[config.mk]
export PLATFORM = sky130hd
export DESIGN_NAME = encounter_ctrl_flat
export DESIGN_NICKNAME = d
export VERILOG_FILES = /design/src/rtl/encounter_ctrl_if.sv /design/src/rtl/encounter_ctrl.sv /design/src/flat_wrapper.sv
export SDC_FILE = /design/constraint.sdc
export NUM_CORES = 1
export LEC_CHECK = 0
export CAP_MARGIN = 40
export CORE_MARGIN = 5
export CORE_UTILIZATION = 30
export DETAILED_ROUTE_END_ITERATION = 7
export GPL_TIMING_DRIVEN = 0
export SLEW_MARGIN = 20
export SYNTH_ARGS = -nofsm -noshare
export SYNTH_HDL_FRONTEND = slang
export SYNTH_SLANG_ARGS = --single-unit
[constraint.sdc]
create_clock -name clk_in -period 1.85 [get_ports clk_in]
set_clock_uncertainty 0.1 [all_clocks]
set_input_delay 0.185 -clock clk_in [delete_from_list [all_inputs] [get_ports clk_in]]
set_output_delay 0.185 -clock clk_in [all_outputs]
set_load 0.02 [all_outputs]
[src/rtl/encounter_ctrl_if.sv]
// -----------------------------------------------------------------------------
// encounter_ctrl_if
// Signal bundle between the overworld/battle sequencing controller and the
// rest of the game pipeline.
//
//   hcount_in / vcount_in  raster position; both zero marks a frame tick
//   step_in                one-cycle pulse per completed tile move
//   in_grass_in            player tile is grass (sampled with step_in)
//   random_in              free-running LFSR value
//   run_in                 battle-finished flag from the battle stage
//   health_battle_in       post-battle player health
//   battle_rst_out         one-cycle reset pulse to the battle stage
//   battle_start_out       high for the whole battle
//   health_out             stored player health fed to the battle stage
//   mode_out               0=OVERWORLD 1=ARM 2=BATTLE 3=GAMEOVER
//   game_over_out          high while in GAMEOVER
//   battles_out            completed battle count (saturating)
//
// Modports: master = pipeline side driving the inputs,
//           slave  = encounter_ctrl.
// -----------------------------------------------------------------------------
interface encounter_ctrl_if;
  logic [10:0] hcount_in;
  logic [9:0]  vcount_in;
  logic        step_in;
  logic        in_grass_in;
  logic [7:0]  random_in;
  logic        run_in;
  logic [7:0]  health_battle_in;
  logic        battle_rst_out;
  logic        battle_start_out;
  logic [7:0]  health_out;
  logic [1:0]  mode_out;
  logic        game_over_out;
  logic [7:0]  battles_out;

  modport master (
    output hcount_in, vcount_in, step_in, in_grass_in, random_in,
           run_in, health_battle_in,
    input  battle_rst_out, battle_start_out, health_out, mode_out,
           game_over_out, battles_out
  );

  modport slave (
    input  hcount_in, vcount_in, step_in, in_grass_in, random_in,
           run_in, health_battle_in,
    output battle_rst_out, battle_start_out, health_out, mode_out,
           game_over_out, battles_out
  );
endinterface

[src/rtl/encounter_ctrl.sv]
// -----------------------------------------------------------------------------
// encounter_ctrl
// Random-encounter sequencer: watches player steps in grass, arms and runs a
// battle, stores the resulting health, and enters game over when health hits 0.
//
// Ports:
//   clk_in  single system/pixel clock
//   rst_in  synchronous active-high reset
//   bus     encounter_ctrl_if.slave (raster, step, random, battle handshake,
//           health/mode/status outputs)
//
// Optional feature: define ENCOUNTER_AUTO_HEAL_EN to leave GAMEOVER after
// GAMEOVER_FRAMES frame ticks with full health and a fresh cooldown. Without
// it GAMEOVER holds until reset and the frame counter saturates.
// -----------------------------------------------------------------------------
module encounter_ctrl #(
  parameter logic [7:0] ENCOUNTER_THRESH = 8'd40,
  parameter int         COOLDOWN_STEPS   = 4,
  parameter logic [7:0] MAX_HEALTH       = 8'd100,
  parameter int         GAMEOVER_FRAMES  = 120
) (
  input logic             clk_in,
  input logic             rst_in,
  encounter_ctrl_if.slave bus
);

  typedef enum logic [1:0] {
    ST_OVERWORLD = 2'd0,
    ST_ARM       = 2'd1,
    ST_BATTLE    = 2'd2,
    ST_GAMEOVER  = 2'd3
  } state_t;

  localparam int         FRAME_W       = (GAMEOVER_FRAMES < 1) ? 1 : $clog2(GAMEOVER_FRAMES + 1);
  localparam logic [7:0] COOLDOWN_INIT = 8'(COOLDOWN_STEPS);
  // Number of leading BATTLE cycles in which run_in is not trusted.
  localparam logic [1:0] RUN_MASK_CYCLES = 2'd2;

  state_t               state_reg, state_next;
  logic [7:0]           health_reg, health_next;
  logic [7:0]           cooldown_reg, cooldown_next;
  logic [7:0]           battles_reg, battles_next;
  logic [FRAME_W-1:0]   frame_cnt_reg, frame_cnt_next;
  logic [1:0]           mask_cnt_reg, mask_cnt_next;
  logic                 battle_rst_reg;
  logic                 battle_start_reg;
  logic                 game_over_reg;

  logic                 frame_tick;
  logic [7:0]           health_clamped;

  assign frame_tick = (bus.hcount_in == 11'd0) && (bus.vcount_in == 10'd0);

  // Values above full health can only come from an 8-bit underflow in the
  // battle stage, so they are read as a knockout.
  assign health_clamped = (bus.health_battle_in > MAX_HEALTH) ? 8'd0 : bus.health_battle_in;

  // ---------------------------------------------------------------------------
  // Next-state / datapath logic
  // ---------------------------------------------------------------------------
  always_comb begin
    state_next     = state_reg;
    health_next    = health_reg;
    cooldown_next  = cooldown_reg;
    battles_next   = battles_reg;
    frame_cnt_next = frame_cnt_reg;
    mask_cnt_next  = mask_cnt_reg;

    case (state_reg)
      ST_OVERWORLD: begin
        if (bus.step_in) begin
          // A pending cooldown swallows the step regardless of terrain.
          if (cooldown_reg != 8'd0) begin
            cooldown_next = cooldown_reg - 8'd1;
          end else if (bus.in_grass_in && (bus.random_in < ENCOUNTER_THRESH)) begin
            state_next = ST_ARM;
          end
        end
      end

      ST_ARM: begin
        state_next    = ST_BATTLE;
        mask_cnt_next = 2'd0;
      end

      ST_BATTLE: begin
        if (mask_cnt_reg != RUN_MASK_CYCLES) begin
          mask_cnt_next = mask_cnt_reg + 2'd1;
        end else if (bus.run_in) begin
          health_next  = health_clamped;
          battles_next = (battles_reg != 8'hFF) ? battles_reg + 8'd1 : battles_reg;
          if (health_clamped == 8'd0) begin
            state_next     = ST_GAMEOVER;
            frame_cnt_next = '0;
          end else begin
            state_next    = ST_OVERWORLD;
            cooldown_next = COOLDOWN_INIT;
          end
        end
      end

      ST_GAMEOVER: begin
        if (frame_tick) begin
`ifdef ENCOUNTER_AUTO_HEAL_EN
          if (frame_cnt_reg == FRAME_W'(GAMEOVER_FRAMES - 1)) begin
            state_next     = ST_OVERWORLD;
            health_next    = MAX_HEALTH;
            cooldown_next  = COOLDOWN_INIT;
            frame_cnt_next = '0;
          end else begin
            frame_cnt_next = frame_cnt_reg + 1'b1;
          end
`else
          if (frame_cnt_reg != {FRAME_W{1'b1}}) begin
            frame_cnt_next = frame_cnt_reg + 1'b1;
          end
`endif
        end
      end

      default: state_next = ST_OVERWORLD;
    endcase
  end

  // ---------------------------------------------------------------------------
  // State and registered outputs. Status outputs are decoded from the next
  // state so they line up cycle-for-cycle with mode_out.
  // ---------------------------------------------------------------------------
  always_ff @(posedge clk_in) begin
    if (rst_in) begin
      state_reg        <= ST_OVERWORLD;
      health_reg       <= MAX_HEALTH;
      cooldown_reg     <= 8'd0;
      battles_reg      <= 8'd0;
      frame_cnt_reg    <= '0;
      mask_cnt_reg     <= 2'd0;
      battle_rst_reg   <= 1'b1;
      battle_start_reg <= 1'b0;
      game_over_reg    <= 1'b0;
    end else begin
      state_reg        <= state_next;
      health_reg       <= health_next;
      cooldown_reg     <= cooldown_next;
      battles_reg      <= battles_next;
      frame_cnt_reg    <= frame_cnt_next;
      mask_cnt_reg     <= mask_cnt_next;
      battle_rst_reg   <= (state_next == ST_ARM);
      battle_start_reg <= (state_next == ST_BATTLE);
      game_over_reg    <= (state_next == ST_GAMEOVER);
    end
  end

  assign bus.battle_rst_out   = battle_rst_reg;
  assign bus.battle_start_out = battle_start_reg;
  assign bus.health_out       = health_reg;
  assign bus.mode_out         = state_reg;
  assign bus.game_over_out    = game_over_reg;
  assign bus.battles_out      = battles_reg;

endmodule

[src/flat_wrapper.sv]
// flat-port wrapper written by rule: the top's interface ports become plain ports
module encounter_ctrl_flat 
#(
  parameter logic [7:0] ENCOUNTER_THRESH = 8'd40,
  parameter int         COOLDOWN_STEPS   = 4,
  parameter logic [7:0] MAX_HEALTH       = 8'd100,
  parameter int         GAMEOVER_FRAMES  = 120
)
  (clk_in, rst_in, bus_hcount_in, bus_vcount_in, bus_step_in, bus_in_grass_in, bus_random_in, bus_run_in, bus_health_battle_in, bus_battle_rst_out, bus_battle_start_out, bus_health_out, bus_mode_out, bus_game_over_out, bus_battles_out);
  encounter_ctrl_if bus_i ();
  input logic clk_in;
  input logic rst_in;
  input wire logic [$bits(bus_i.hcount_in)-1:0] bus_hcount_in;
  input wire logic [$bits(bus_i.vcount_in)-1:0] bus_vcount_in;
  input wire logic [$bits(bus_i.step_in)-1:0] bus_step_in;
  input wire logic [$bits(bus_i.in_grass_in)-1:0] bus_in_grass_in;
  input wire logic [$bits(bus_i.random_in)-1:0] bus_random_in;
  input wire logic [$bits(bus_i.run_in)-1:0] bus_run_in;
  input wire logic [$bits(bus_i.health_battle_in)-1:0] bus_health_battle_in;
  output wire logic [$bits(bus_i.battle_rst_out)-1:0] bus_battle_rst_out;
  output wire logic [$bits(bus_i.battle_start_out)-1:0] bus_battle_start_out;
  output wire logic [$bits(bus_i.health_out)-1:0] bus_health_out;
  output wire logic [$bits(bus_i.mode_out)-1:0] bus_mode_out;
  output wire logic [$bits(bus_i.game_over_out)-1:0] bus_game_over_out;
  output wire logic [$bits(bus_i.battles_out)-1:0] bus_battles_out;
  assign bus_i.hcount_in = bus_hcount_in;
  assign bus_i.vcount_in = bus_vcount_in;
  assign bus_i.step_in = bus_step_in;
  assign bus_i.in_grass_in = bus_in_grass_in;
  assign bus_i.random_in = bus_random_in;
  assign bus_i.run_in = bus_run_in;
  assign bus_i.health_battle_in = bus_health_battle_in;
  assign bus_battle_rst_out = bus_i.battle_rst_out;
  assign bus_battle_start_out = bus_i.battle_start_out;
  assign bus_health_out = bus_i.health_out;
  assign bus_mode_out = bus_i.mode_out;
  assign bus_game_over_out = bus_i.game_over_out;
  assign bus_battles_out = bus_i.battles_out;
  encounter_ctrl #(.ENCOUNTER_THRESH(ENCOUNTER_THRESH), .COOLDOWN_STEPS(COOLDOWN_STEPS), .MAX_HEALTH(MAX_HEALTH), .GAMEOVER_FRAMES(GAMEOVER_FRAMES)) u_core (.clk_in(clk_in), .rst_in(rst_in), .bus(bus_i));
endmodule
==> results of run 1 <==
[metrics by stage]
step                      std cells  TNS [ns]  hold WS (ns)
after global routing            303    -0.555         0.134
after CTS                       292   -0.0326         0.282
after detailed placement        276     -4.02         0.344
after global placement          276     -3.86         0.344
after floorplan                 172    -0.156         0.224
final                           303   -0.0471         0.108
[where the power goes]
group	internal [W]	switching [W]	total, W
combinational	0.000718	0.000599	0.00132
sequential	0.000754	0.0000960	0.000850
clock	0.000339	0.000253	0.000592
[synth_stat cells (all sizes together)]
| cell | number | area share (%) |
|---|---|---|
| dfxtp | 31 | 41 |
| nor2 | 25 | 6.2 |
| nand2 | 17 | 4.2 |
| a21oi | 16 | 5.5 |
| o21ai | 9 | 3.0 |
| inv | 8 | 2.0 |
| or3 | 7 | 2.9 |
| nand3 | 6 | 2.0 |
| xnor2 | 5 | 2.9 |
| nor3 | 4 | 1.3 |
| nor3b | 4 | 2.3 |
| a221o | 3 | 2.0 |
| buf | 3 | 1.8 |
| clkbuf | 3 | 0.74 |
| ha | 3 | 2.5 |
| a31oi | 2 | 1.8 |
| nand4b | 2 | 2.2 |
| nor2b | 2 | 0.83 |
| nor4 | 2 | 1.8 |
| a211oi | 1 | 0.50 |
| a221oi | 1 | 0.58 |
| a22oi | 1 | 0.50 |
| a32oi | 1 | 1.8 |
| and2 | 1 | 0.41 |
| and3 | 1 | 0.41 |
| and4b | 1 | 0.66 |
| mux2i | 1 | 0.66 |
| nand2b | 1 | 0.41 |
| nand3b | 1 | 0.50 |
| nand4 | 1 | 0.41 |
| nor4b | 1 | 0.58 |
| o211ai | 1 | 0.50 |
| o21a | 1 | 0.50 |
| o22ai | 1 | 0.41 |
| o311ai | 1 | 1.7 |
| o31a | 1 | 0.58 |
| or2 | 1 | 0.41 |
| or3b | 1 | 0.74 |
| xor2 | 1 | 0.58 |
[tightest hold or removal path, delay by kind of cell]
kind                   cells  cell delay, ns
AO/OA/AOI/OAI              1            0.05
buffers and inverters      1            0.14
AND/OR/NAND/NOR            1            0.06
[routing by layer]
metal  up-vias  part of all wire [%]  GRT usage, %
met5         -                     0             0
met4         0                   2.0          6.59
met3         7                   6.8          3.88
met2        39                    44          18.2
met1       659                    47          16.3
li1        732                     -             -
[worst min path at each step]
stage,to,slack [ns],startpoint
2_1_floorplan,u_core.bus.health_out[2],0.22,bus_health_battle_in[2]
3_3_place_gp,u_core.bus.health_out[3],0.34,u_core.bus.health_out[3]
3_5_place_dp,u_core.bus.health_out[1],0.34,u_core.bus.health_out[1]
4_1_cts,u_core.bus.health_out[2],0.28,rst_in
5_1_grt,u_core.bus.health_out[1],0.13,bus_health_battle_in[1]
6_report,u_core.bus.health_out[1],0.11,bus_health_battle_in[1]
[what timing repair did]
item,4_1_cts,5_1_grt
resized for setup,9,17
buffers inserted,10,11
endpoints found under the setup margin,13,20
pin swaps,11,14
[final cells by class]
type                       count  area (um2)  area share, %
multi-input combinational    127         893           38.8
sequential                    31         632           27.4
timing repair buffer          58         543           23.6
clock buffer                   8         100           4.34
tap                           67        83.8           3.64
inverter                       8        30.0           1.30
buffer                         4        22.5          0.977
[cells by family (layout without fill, tap and decap cells)]
logic type	count (synthesis)	count (layout)	share of synthesized area, %
muxes	1	1	0.662
buffers and inverters	14	78	4.55
DFF	31	31	41.1
xor gates and xnor gates	6	6	3.48
and+or+nand+nor	78	78	28.3
adders and majority gates	3	3	2.48
AOI/OAI and AO/OA	39	39	19.5
==> impl_metrics.py, run 1 <==
metrics = {
    "floorplan": {
        "initial_core_util_pct": 31.4,
        "io_pins": 63,
        "std_cell_rows": 25,
        "fp.dieW_um": 81.0,
        "dieArea_um2": 6560,
        "fp.dieH_um": 81.0,
        "core_um2": 4820,
    },
    "worst_setup_path": {
        "arrival_ns": 2.01,
        "start_kind": "flip-flop",
        "critPathKind": "flip-flop to flip-flop",
        "path_depth": 6,
        "worst-r2r-cell-count": 6,
        "max_stage_delay_ns": 0.43,
        "worstPathCellList": "or3b_4 > a32oi_4 > buf_6 > nand3_2 > or3_4 > a21oi_2",
        "critPathSlowestCell": "or3b_4",
        "r2r_slack_ns": -0.03,
        "crit_buf_inv": 1,
        "rr_endpoint": "u_core.cooldown_reg[5]",
        "worstSetupEndpoint": "u_core.cooldown_reg[5]",
        "r2r_start": "u_core.bus.mode_out[1]",
        "critPathMaxFanout": 4,
        "critPathRequiredTime_ns": 1.97,
        "startpoint": "u_core.bus.mode_out[1]",
        "crit_path_end_kind": "flip-flop",
        "critPathTopFamily": "simple AND/OR/NAND/NOR gates",
    },
    "outcome": {
        "violations": "setup timing",
        "status": "complete, but fails checks",
    },
    "clock_network": {
        "cts-root-buf": "clkbuf_8",
        "cts_tree": "built",
        "clock-sinks": 31,
        "clk_pin_slew_ns": 0.07,
        "cts_inserted_buffers": 5,
        "clk_path_buf_depth": 2,
        "clock_latency_ns": 0.29,
        "cts_hold_buffers": 0,
        "htree_levels": 2,
    },
    "timing": {
        "hold_violations": 0,
        "min_period_over_period_pct": 102,
        "fin_crit_ns": 1.88,
        "rsz0062_at_grt": "yes",
        "slew_violations": 0,
        "setup_violations": 3,
        "slew_headroom_pct": 66.3,
        "clock.fmax_mhz": 531,
        "fin_ws_ns": -0.0332,
        "worstMarginPinSlew_ns": 0.506,
    },
    "global_route": {
        "grt_pass1_vias": 1378,
        "grt-ovfl-total": 0,
        "grt_max_degree": 11,
        "grtUsageTotal_pct": 12.5,
        "grt_pass1_wl_um": 6290,
        "antenna_found_initial": 0,
    },
    "yosys": {
        "syn_nets": 217,
        "ys_seq_elements": 31,
        "syn_inst": 172,
        "ys_types": 46,
        "synth_area_um2": 1510,
        "seq_area_frac_synth_pct": 41.1,
        "syn_avg_cell_area_um2": 8.79,
        "yosys_warnings": 0,
    },
    "route": {
        "via_per_inst": 4.74,
        "postRouteAntennaNets": 0,
        "firstDrtPassIters": 4,
        "first_iter_violations": 17,
        "dr_total_vias": 1437,
        "wl_um": 3960,
        "wl_per_cell_um": 13.1,
        "drc": 0,
    },
    "worst_hold_path": {
        "holdPathStages": 3,
        "hp-class": "primary input to flip-flop",
    },
    "final_layout": {
        "layout_commonest_cell": "clkdlybuf4s50_1",
        "fin_util_pct": 47.8,
        "layout_common_cells": "34 x clkdlybuf4s50_1, 26 x dfxtp_1, 25 x nor2_1",
        "drive_above_1_share_pct": 23.3,
        "diodes": 0,
        "fillers": 469,
        "nNetsFinal": 280,
        "post-route-cell-area_um2": 2300,
        "areaGrowthSynthToFinish_pct": 52.5,
    },
    "placed_design": {
        "globalplace.congestion": 0.796,
        "placed_cell_area_um2": 1980,
        "numPortBuffers": 37,
        "dp_hpwl_um": 2620,
        "dpl_worst_slack_ns": -0.311,
    },
    "run": {
        "maxCapViolations": 0,
    },
    "pwr": {
        "irDropWorstVdd_v": 0.000441,
        "leakage_nw": 0.875,
        "p_per_area_nw_per_um2": 1200,
        "power.total_w": 0.00276,
    },
}
Note: power is estimated with default switching activity, not from simulation.
==> run 2: changes to the inputs <==
- CTS_CLUSTER_SIZE: not set -> 20
- TNS_END_PERCENT: not set -> 20
==> run 2 against run 1 <==
  * The run still ends with setup timing left
  * Core utilization decreased by 1.5 points
  * Routed wire length down 3.0%
  * Critical endpoint is now u_core.cooldown_reg[6]
  * Via count down 1.3%
  * Largest power group unchanged
  * Critical path depth down 1
  * Combinational power fell by 12%
  * Worst setup slack improved by 0.025 ns
  * Sequential power decreased by 0.8%
==> impl_metrics.py, run 2 (synthesis results as in run 1) <==
metrics = {
    "clock_network": {
        "htree_levels": 2,
        "cts_inserted_buffers": 5,
        "clock_latency_ns": 0.29,
        "clk_path_buf_depth": 2,
        "cts_tree": "built",
        "clock-sinks": 31,
        "cts_hold_buffers": 0,
        "clk_pin_slew_ns": 0.07,
        "cts-root-buf": "clkbuf_8",
    },
    "timing": {
        "fin_crit_ns": 1.86,
        "setup_violations": 1,
        "worstMarginPinSlew_ns": 0.572,
        "fin_ws_ns": -0.00866,
        "rsz0062_at_grt": "yes",
        "hold_violations": 0,
        "min_period_over_period_pct": 100,
        "slew_violations": 0,
        "slew_headroom_pct": 61.9,
        "clock.fmax_mhz": 538,
    },
    "global_route": {
        "grt_max_degree": 11,
        "use_met3_pct": 5.54,
        "grtUsageTotal_pct": 12.5,
        "use_met2_pct": 18.6,
        "antenna_found_initial": 0,
        "top_usage_layer": "met2",
        "grt_pass1_vias": 1356,
        "grt_pass1_wl_um": 6290,
        "grt_use_met1_pct": 15.6,
        "grt-ovfl-total": 0,
    },
    "final_layout": {
        "areaGrowthSynthToFinish_pct": 47.8,
        "layout_common_cells": "36 x clkdlybuf4s50_1, 27 x dfxtp_1, 25 x nor2_1",
        "layout_commonest_cell": "clkdlybuf4s50_1",
        "multi_input_area_um2": 891,
        "seq_area_um2": 631,
        "drive_above_1_share_pct": 18.9,
        "nNetsFinal": 271,
        "fillers": 512,
        "fin_cells": 294,
        "diodes": 0,
    },
    "worst_setup_path": {
        "max_stage_delay_ns": 0.43,
        "crit_path_end_kind": "flip-flop",
        "worstPathCellList": "or3b_4 > a32oi_4 > nand4b_1 > or3_1 > a21oi_2",
        "start_kind": "flip-flop",
        "arrival_ns": 1.98,
        "critPathKind": "flip-flop to flip-flop",
        "crit_buf_inv": 0,
        "critPathMaxFanout": 7,
        "critPathSlowestCell": "or3b_4",
        "critPathRequiredTime_ns": 1.97,
        "critPathTopFamily": "simple AND/OR/NAND/NOR gates",
    },
    "route": {
        "wl_per_cell_um": 13.1,
        "dr_total_vias": 1418,
        "wl_um": 3840,
        "drc": 0,
        "via_per_inst": 4.82,
        "first_iter_violations": 39,
        "firstDrtPassIters": 5,
        "postRouteAntennaNets": 0,
    },
    "floorplan": {
        "fp.dieW_um": 81.0,
        "io_pins": 63,
        "dieArea_um2": 6560,
        "fp.dieH_um": 81.0,
        "initial_core_util_pct": 31.4,
        "core_um2": 4820,
        "std_cell_rows": 25,
    },
    "pwr": {
        "p_per_area_nw_per_um2": 1210,
        "irDropWorstVdd_v": 0.000471,
        "p_comb_share_pct": 42.9,
        "p_seq_share_pct": 31.2,
        "leakage_nw": 0.812,
        "swShare_pct": 33.8,
        "clockPowerShare_pct": 25.8,
        "power.switching_w": 0.000913,
        "power.internal_w": 0.00179,
    },
    "outcome": {
        "violations": "setup timing",
        "status": "complete, but fails checks",
    },
    "placed_design": {
        "numPortBuffers": 37,
        "dp_hpwl_um": 2600,
        "dpl_worst_slack_ns": -0.313,
        "place_inst": 276,
        "globalplace.congestion": 0.771,
    },
    "worst_hold_path": {
        "hp-class": "primary input to flip-flop",
    },
    "run": {
        "maxCapViolations": 0,
    },
}
## run 2: power by group through the flow
stage	Combinational, W	Sequential [W]	Clock [W]
2_1_floorplan	0.000683	0.000840	0
3_3_place_gp	0.000847	0.000850	0
3_5_place_dp	0.000861	0.000853	0
4_1_cts	0.00108	0.000840	0.000719
5_1_grt	0.00129	0.000856	0.000755
6_report	0.00116	0.000843	0.000698
## run 2: final cells by class
| cell class | instances | share of cell area (%) |
|---|---|---|
| inverters | 8 | 1.34 |
| multi-input cells | 127 | 39.9 |
| repair buffers | 49 | 20.5 |
| clock buffers | 6 | 3.70 |
| clock inverters | 2 | 1.57 |
| flip-flops and latches | 31 | 28.2 |
| well taps | 67 | 3.75 |
| plain buffers | 4 | 1.01 |
## run 2: metrics by stage
| stage | total power [W] | utilization [%] | hold slack, ns | cell area [um2] | TNS, ns |
|---|---|---|---|---|---|
| 2_1_floorplan | 0.00152 | - | 0.224 | 1520 | -0.176 |
| 3_3_place_gp | 0.00170 | 41.0 | 0.344 | 1980 | -3.89 |
| 3_5_place_dp | 0.00171 | 41.0 | 0.347 | 1980 | -4.04 |
| 4_1_cts | 0.00264 | 44.7 | 0.281 | 2150 | -0.0576 |
| 5_1_grt | 0.00290 | 46.4 | 0.319 | 2230 | -0.583 |
| 6_report | 0.00270 | 46.4 | 0.291 | 2230 | -0.00866 |
## run 2: timing repair
action,CTS,global route
setup buffers,9,4
setup endpoints to repair,12,20
gates resized for setup,6,12
pin swaps,8,7
## run 2: path summary, 6_finish.rpt
kind | startpoint | endpoint | slack (ns) | cells after the start
max | u_core.bus.mode_out[0] | u_core.cooldown_reg[6] | -0.009 | 5
max reg2reg | u_core.bus.mode_out[0] | u_core.cooldown_reg[6] | -0.009 | 5
min | rst_in | u_core.bus.health_out[6] | 0.29 | 2
min reg2reg | u_core.bus.health_out[1] | u_core.bus.health_out[1] | 0.36 | 2
## run 2: metal layers
metal | wire (um) | vias up
met4 | 63 | 0
met2 | 1730 | 42
met5 | 0 | -
met3 | 323 | 6
met1 | 1720 | 653
li1 | - | 717
